**src/rtl/pipeline_hazard_ctrl_if.sv**
```systemverilog
// Hazard-control bundle between the pipeline datapath (master) and the hazard controller (slave).
// The optional HAZARD_PERF_EN counters are plain ports of the controller, not part of this bundle.
interface pipeline_hazard_ctrl_if #(
  parameter int REG_W = 5
);
  logic             ihit;
  logic             dhit;
  logic             mem_req;
  logic [REG_W-1:0] if_rs;
  logic [REG_W-1:0] if_rt;
  logic             if_uses_rt;
  logic             ex_mem2reg;
  logic             ex_regwen;
  logic [REG_W-1:0] ex_wsel;
  logic             ex_redirect;
  logic             wb_halt;
  logic             advance;
  logic             stall;
  logic             flush;
  logic             pc_en;
  logic             halted;

  modport master (
    output ihit, dhit, mem_req, if_rs, if_rt, if_uses_rt,
           ex_mem2reg, ex_regwen, ex_wsel, ex_redirect, wb_halt,
    input  advance, stall, flush, pc_en, halted
  );

  modport slave (
    input  ihit, dhit, mem_req, if_rs, if_rt, if_uses_rt,
           ex_mem2reg, ex_regwen, ex_wsel, ex_redirect, wb_halt,
    output advance, stall, flush, pc_en, halted
  );
endinterface

```
**src/rtl/pipeline_hazard_ctrl.sv**
```systemverilog
// Stall/flush/advance controller for the IF/ID and ID/EX latches.
// Define HAZARD_PERF_EN to add saturating stall/flush/wait performance counters.
module pipeline_hazard_ctrl #(
  parameter int REG_W = 5
`ifdef HAZARD_PERF_EN
  , parameter int CNT_W = 32
`endif
) (
  input  logic                    CLK,
  input  logic                    RST,
  pipeline_hazard_ctrl_if.slave   hz
`ifdef HAZARD_PERF_EN
  , output logic [CNT_W-1:0]      stall_cnt
  , output logic [CNT_W-1:0]      flush_cnt
  , output logic [CNT_W-1:0]      wait_cnt
`endif
);

  typedef enum logic [1:0] {RUN, MEMWAIT, HALTED} state_t;

  localparam logic [REG_W-1:0] ZERO_REG = '0;

  state_t state;
  logic   redirect_pend;
  logic   mem_ok, go, lu, redir, stall_c;

  always_comb begin
    mem_ok  = !hz.mem_req || hz.dhit;
    go      = hz.ihit && mem_ok && (state != HALTED);
    lu      = hz.ex_mem2reg && hz.ex_regwen && (hz.ex_wsel != ZERO_REG) &&
              ((hz.ex_wsel == hz.if_rs) || (hz.if_uses_rt && (hz.ex_wsel == hz.if_rt)));
    redir   = hz.ex_redirect || redirect_pend;
    stall_c = go && lu && !redir;
  end

  // Outputs are forced low for as long as reset is asserted
  assign hz.advance = !RST && go;
  assign hz.flush   = !RST && go && redir;
  assign hz.stall   = !RST && stall_c;
  assign hz.pc_en   = !RST && go && !stall_c;
  assign hz.halted  = !RST && (state == HALTED);

  always_ff @(posedge CLK) begin
    if (RST) begin
      state         <= RUN;
      redirect_pend <= 1'b0;
    end else begin
      // A redirect that cannot flush now is remembered until the next go cycle
      if (go && redir)
        redirect_pend <= 1'b0;
      else if (hz.ex_redirect && !go)
        redirect_pend <= 1'b1;

      if (go && hz.wb_halt) begin
        state <= HALTED;
      end else begin
        case (state)
          RUN:     if (hz.ihit && hz.mem_req && !hz.dhit) state <= MEMWAIT;
          MEMWAIT: if (hz.ihit && hz.dhit)                 state <= RUN;
          HALTED:  state <= HALTED;
          default: state <= RUN;
        endcase
      end
    end
  end

`ifdef HAZARD_PERF_EN
  function automatic logic [CNT_W-1:0] sat_inc(input logic [CNT_W-1:0] v);
    return (&v) ? v : v + {{(CNT_W-1){1'b0}}, 1'b1};
  endfunction

  // HALTED freezes every counter; the stall and flush conditions already imply go
  always_ff @(posedge CLK) begin
    if (RST) begin
      stall_cnt <= '0;
      flush_cnt <= '0;
      wait_cnt  <= '0;
    end else if (state != HALTED) begin
      if (stall_c)     stall_cnt <= sat_inc(stall_cnt);
      if (go && redir) flush_cnt <= sat_inc(flush_cnt);
      if (!go)         wait_cnt  <= sat_inc(wait_cnt);
    end
  end
`endif

endmodule

```
**src/flat_wrapper.sv**
```systemverilog
// flat-port wrapper written by rule: the top's interface ports become plain ports
module pipeline_hazard_ctrl_flat 
#(
  parameter int REG_W = 5

)
  (CLK, RST, hz_ihit, hz_dhit, hz_mem_req, hz_if_rs, hz_if_rt, hz_if_uses_rt, hz_ex_mem2reg, hz_ex_regwen, hz_ex_wsel, hz_ex_redirect, hz_wb_halt, hz_advance, hz_stall, hz_flush, hz_pc_en, hz_halted);
  pipeline_hazard_ctrl_if #(.REG_W(REG_W)) hz_i ();
  input  logic CLK;
  input  logic RST;
  input wire logic [$bits(hz_i.ihit)-1:0] hz_ihit;
  input wire logic [$bits(hz_i.dhit)-1:0] hz_dhit;
  input wire logic [$bits(hz_i.mem_req)-1:0] hz_mem_req;
  input wire logic [$bits(hz_i.if_rs)-1:0] hz_if_rs;
  input wire logic [$bits(hz_i.if_rt)-1:0] hz_if_rt;
  input wire logic [$bits(hz_i.if_uses_rt)-1:0] hz_if_uses_rt;
  input wire logic [$bits(hz_i.ex_mem2reg)-1:0] hz_ex_mem2reg;
  input wire logic [$bits(hz_i.ex_regwen)-1:0] hz_ex_regwen;
  input wire logic [$bits(hz_i.ex_wsel)-1:0] hz_ex_wsel;
  input wire logic [$bits(hz_i.ex_redirect)-1:0] hz_ex_redirect;
  input wire logic [$bits(hz_i.wb_halt)-1:0] hz_wb_halt;
  output wire logic [$bits(hz_i.advance)-1:0] hz_advance;
  output wire logic [$bits(hz_i.stall)-1:0] hz_stall;
  output wire logic [$bits(hz_i.flush)-1:0] hz_flush;
  output wire logic [$bits(hz_i.pc_en)-1:0] hz_pc_en;
  output wire logic [$bits(hz_i.halted)-1:0] hz_halted;
  assign hz_i.ihit = hz_ihit;
  assign hz_i.dhit = hz_dhit;
  assign hz_i.mem_req = hz_mem_req;
  assign hz_i.if_rs = hz_if_rs;
  assign hz_i.if_rt = hz_if_rt;
  assign hz_i.if_uses_rt = hz_if_uses_rt;
  assign hz_i.ex_mem2reg = hz_ex_mem2reg;
  assign hz_i.ex_regwen = hz_ex_regwen;
  assign hz_i.ex_wsel = hz_ex_wsel;
  assign hz_i.ex_redirect = hz_ex_redirect;
  assign hz_i.wb_halt = hz_wb_halt;
  assign hz_advance = hz_i.advance;
  assign hz_stall = hz_i.stall;
  assign hz_flush = hz_i.flush;
  assign hz_pc_en = hz_i.pc_en;
  assign hz_halted = hz_i.halted;
  pipeline_hazard_ctrl #(.REG_W(REG_W)) u_core (.CLK(CLK), .RST(RST), .hz(hz_i));
endmodule
```
**config.mk**
```make
export PLATFORM = sky130hd
export DESIGN_NAME = pipeline_hazard_ctrl_flat
export DESIGN_NICKNAME = d
export VERILOG_FILES = /design/src/rtl/pipeline_hazard_ctrl_if.sv /design/src/rtl/pipeline_hazard_ctrl.sv /design/src/flat_wrapper.sv
export SDC_FILE = /design/constraint.sdc
export NUM_CORES = 1
export LEC_CHECK = 0
export CAP_MARGIN = 20
export CELL_PAD_IN_SITES_DETAIL_PLACEMENT = 1
export CELL_PAD_IN_SITES_GLOBAL_PLACEMENT = 1
export CORE_UTILIZATION = 18
export DETAILED_ROUTE_END_ITERATION = 6
export GPL_TIMING_DRIVEN = 0
export PLACE_DENSITY = 0.85
export SYNTH_ARGS = -nofsm -noshare
export SYNTH_HDL_FRONTEND = slang
export SYNTH_SLANG_ARGS = --single-unit
```
**constraint.sdc**
```tcl
create_clock -name CLK -period 2.5 [get_ports CLK]
set_clock_uncertainty 0.05 [all_clocks]
set_input_delay 0.5 -clock CLK [delete_from_list [all_inputs] [get_ports CLK]]
set_output_delay 0.5 -clock CLK [all_outputs]
set_load 0.005 [all_outputs]
```
==> results of run 1 <==
-- sequential cells by signal (all words and copies together), names as in the netlist --
register,flops
u_core.redirect_pend,1
u_core.state,2
-- cells in the mapped netlist, drive strengths merged --
master	n	area share (%)
o21a	1	2.6
a2111o	1	3.9
dfxtp	3	21
or4	1	3.9
o211ai	1	4.3
nor4	1	2.2
nand3	1	1.7
nor3	4	7.0
a32oi	1	3.0
and3	2	4.3
a21oi	2	3.5
nand2b	2	4.3
a21o	1	2.6
xor2	9	27
xnor2	1	3.0
nor2	4	5.2
-- stage by stage --
stage,power [mW],setup slack (ps),cell area [sq um]
after floorplan,0.0798,633,288
after global routing,0.242,6.99,664
after CTS,0.227,-14.3,626
final,0.226,52.7,664
after detailed placement,0.137,-431,598
after global placement,0.135,-385,598
-- cell families after synthesis --
logic type / synth area share [%]
AOI/OAI and AO/OA: 20.0
xor gates and xnor gates: 30.4
DFF: 20.9
and+or+nand+nor: 28.7
-- what timing repair did --
item	4_1_cts	5_1_grt
pin swaps	3	2
setup buffers	2	0
endpoints found under the setup margin	3	4
hold buffers	0	0
resized for setup	16	9
cloned	0	0
-- cell usage in the layout (no fill, tap or decap), drive strengths merged --
| master | instances |
|---|---|
| dlygate4sd2 | 7 |
| a21oi | 2 |
| o211ai | 1 |
| a2111o | 1 |
| buf | 4 |
| a32oi | 1 |
| clkdlybuf4s50 | 17 |
| dfxtp | 3 |
| xnor2 | 1 |
| o21a | 1 |
| clkbuf | 4 |
| nor4 | 1 |
| nand3 | 1 |
| nand2b | 2 |
| nor2 | 4 |
| xor2 | 9 |
| a21o | 1 |
| dlymetal6s2s | 3 |
| and3 | 2 |
| nor3 | 4 |
| or4 | 1 |
-- layer usage --
layer  vias up  share of wire, %  global-route usage (%)
met1       180                34                    12.5
met3         3               4.4                    2.59
met2        19                59                    23.4
met4         0               3.1                    9.68
met5         -                 0                       0
li1        201                 -                       -
-- worst register-to-register path, stage by stage, from the launching register on --
cell and delay [ps]:
dfxtp_1 300, nand2b_1 180, and3_1 240, nor3_1 180
-- cell type report --
cell class / count / share of cell area, %
repair buffers: 31 / 44.3
multi-input cells: 32 / 39.7
flip-flops and latches: 3 / 9.04
clock buffers: 4 / 3.95
well taps: 16 / 3.01
-- worst paths after layout --
path                                      from                                end  slack, ps  cells past startpoint
setup / recovery                       hz_dhit                         hz_advance         50                      5
hold / removal    u_core.state[1]$_SDFFE_PP0P_       u_core.state[0]$_SDFFE_PP0P_        500                      2
setup reg to reg  u_core.state[0]$_SDFFE_PP0P_  u_core.redirect_pend$_SDFFE_PP0P_       1480                      3
hold reg to reg   u_core.state[1]$_SDFFE_PP0P_       u_core.state[0]$_SDFFE_PP0P_        500                      2
-- power breakdown --
group,internal (mW),switching [mW]
combinational,0.0516,0.0334
clock,0.0600,0.0276
sequential,0.0516,0.00184
==> flow_summary_export.csv, run 1 <==
group,metric,value,unit
placement,place_inst,80,
final_layout,multiInputGateArea,264,sq um
floorplan,floorplan.die.height,42.0,um
detailed_routing,vias,403,
sta,fin_tns_setup,0,ps
logic_synthesis,post_synth_cell_types,16,
sta,finalCritPeriodShare,97.9,%
logic_synthesis,synth_warnings,0,
clock_tree,clk_pin_slew_worst_paths,40,ps
worst_setup_path,setup.worst_path.end_class,"primary output",
final_layout,nNetsFinal,96,
final_layout,utilization_after_layout,44.1,%
logic_synthesis,synth.avg_cell_area,8.22,sq um
worst_hold_path,min-delay-path-class,"flop to flop",
worst_setup_path,critical_path.startpoint_type,"input pin",
worst_setup_path,cp_data_arrival_time,1900,ps
clock_tree,cts_tree,"done",
clock_tree,clock_insertion_delay_worst_skew,240,ps
final_layout,regArea,60.1,sq um
worst_setup_path,crit_top_cell,"clkdlybuf4s50_1",
detailed_routing,detail_route.wirelength,1070,um
sta,final.min_clock_period,2450,ps
pwr,irDropWorstVdd,230,uV
floorplan,floorplan.io_pins,30,
final_layout,final_cell_count_without_fillers,86,
sta,rsz0062_at_grt,"no",
floorplan,core_area,1510,sq um
detailed_routing,route.detailed.drc,0,
sta,setup_viol_count_final,0,
logic_synthesis,synth.ff_latch_count,3,
clock_tree,htree_num_levels,1,
logic_synthesis,netlist_instances,35,
clock_tree,numCtsBuffers,3,
sta,worst_hold_slack,496,ps
status,status,"finished, final reports clean",
sta,final_hold_viol_count,0,
clock_tree,clock_root_cell,"clkbuf_4",
worst_setup_path,worst_ep_required_time,1950,ps
detailed_routing,dr.first_iter.drc_count,0,
floorplan,die_area,1760,sq um
worst_setup_path,timing.critical_path.fanout_max,3,
worst_setup_path,setup.worst_path.class,"input pin to primary output",
sta,worst_pin_slew,357,ps
placement,post-dp-hpwl,878,um
sta,maxSlewViolCount,0,
logic_synthesis,post_synth_instance_area,288,sq um
placement,io_buffer_count,29,
clock_tree,count_of_clock_tree_sinks,3,
final_layout,layout_cells_sized_above_1,20.0,%
logic_synthesis,yosysSeqAreaShare,20.9,%
clock_tree,clk_path_buf_depth,2,
grt,grt_pass1_vias,422,
grt,grt_overflow,0,
logic_synthesis,synth_nets,60,
worst_setup_path,timing.critical_path.max_delay_family,"buffers and inverters",
worst_setup_path,worst_stage_delay_on_the_critical_path,520,ps
detailed_routing,drt_first_pass_iters,1,
grt,gr-usage-all-layers,12.9,%
grt,wire_length_of_the_first_global_routing_pass,1660,um
final_layout,nFillCells,182,
floorplan,num_rows,14,
final_layout,flow.area_growth_from_synthesis,131,%
grt,antenna_found_initial,0,
pwr,p_leak,0.318,nW
floorplan,die_width,42.0,um
detailed_routing,routed_via_density,4.69,
floorplan,start_util,19.1,%
detailed_routing,wire_per_inst,12.4,um
sta,relative_slew_slack,76.1,%
detailed_routing,antenna_violating_nets_post_route,0,
job,maxCapViolations,0,
grt,grt_start_max_net_pins,7,
worst_setup_path,cp_slowest_cell,"clkdlybuf4s50_1",
final_layout,diodes,0,
worst_setup_path,critical_path.cell_chain,"clkdlybuf4s50_1 -> nand2b_4 -> nand3_2 -> nor2_4 -> clkdlybuf4s50_1",
worst_setup_path,worst-path-buf-inv,2,
placement,finalWeightedCongestion,0.643,
pwr,p_per_area,340,nW/um^2
sta,fmax,0.409,GHz
Note: power is estimated with default switching activity, not from simulation.
==> run 2, diff against run 1 <==
- CTS_CLUSTER_SIZE: default -> 16
- HOLD_SLACK_MARGIN: default -> 0.12
==> results of run 2 <==
Final layout, timing and power as in run 1 (identical DEF).
==> run 3, diff against run 2 <==
- SLEW_MARGIN: default -> 20
==> results of run 3 <==
Final layout, timing and power as in run 1 (identical DEF).
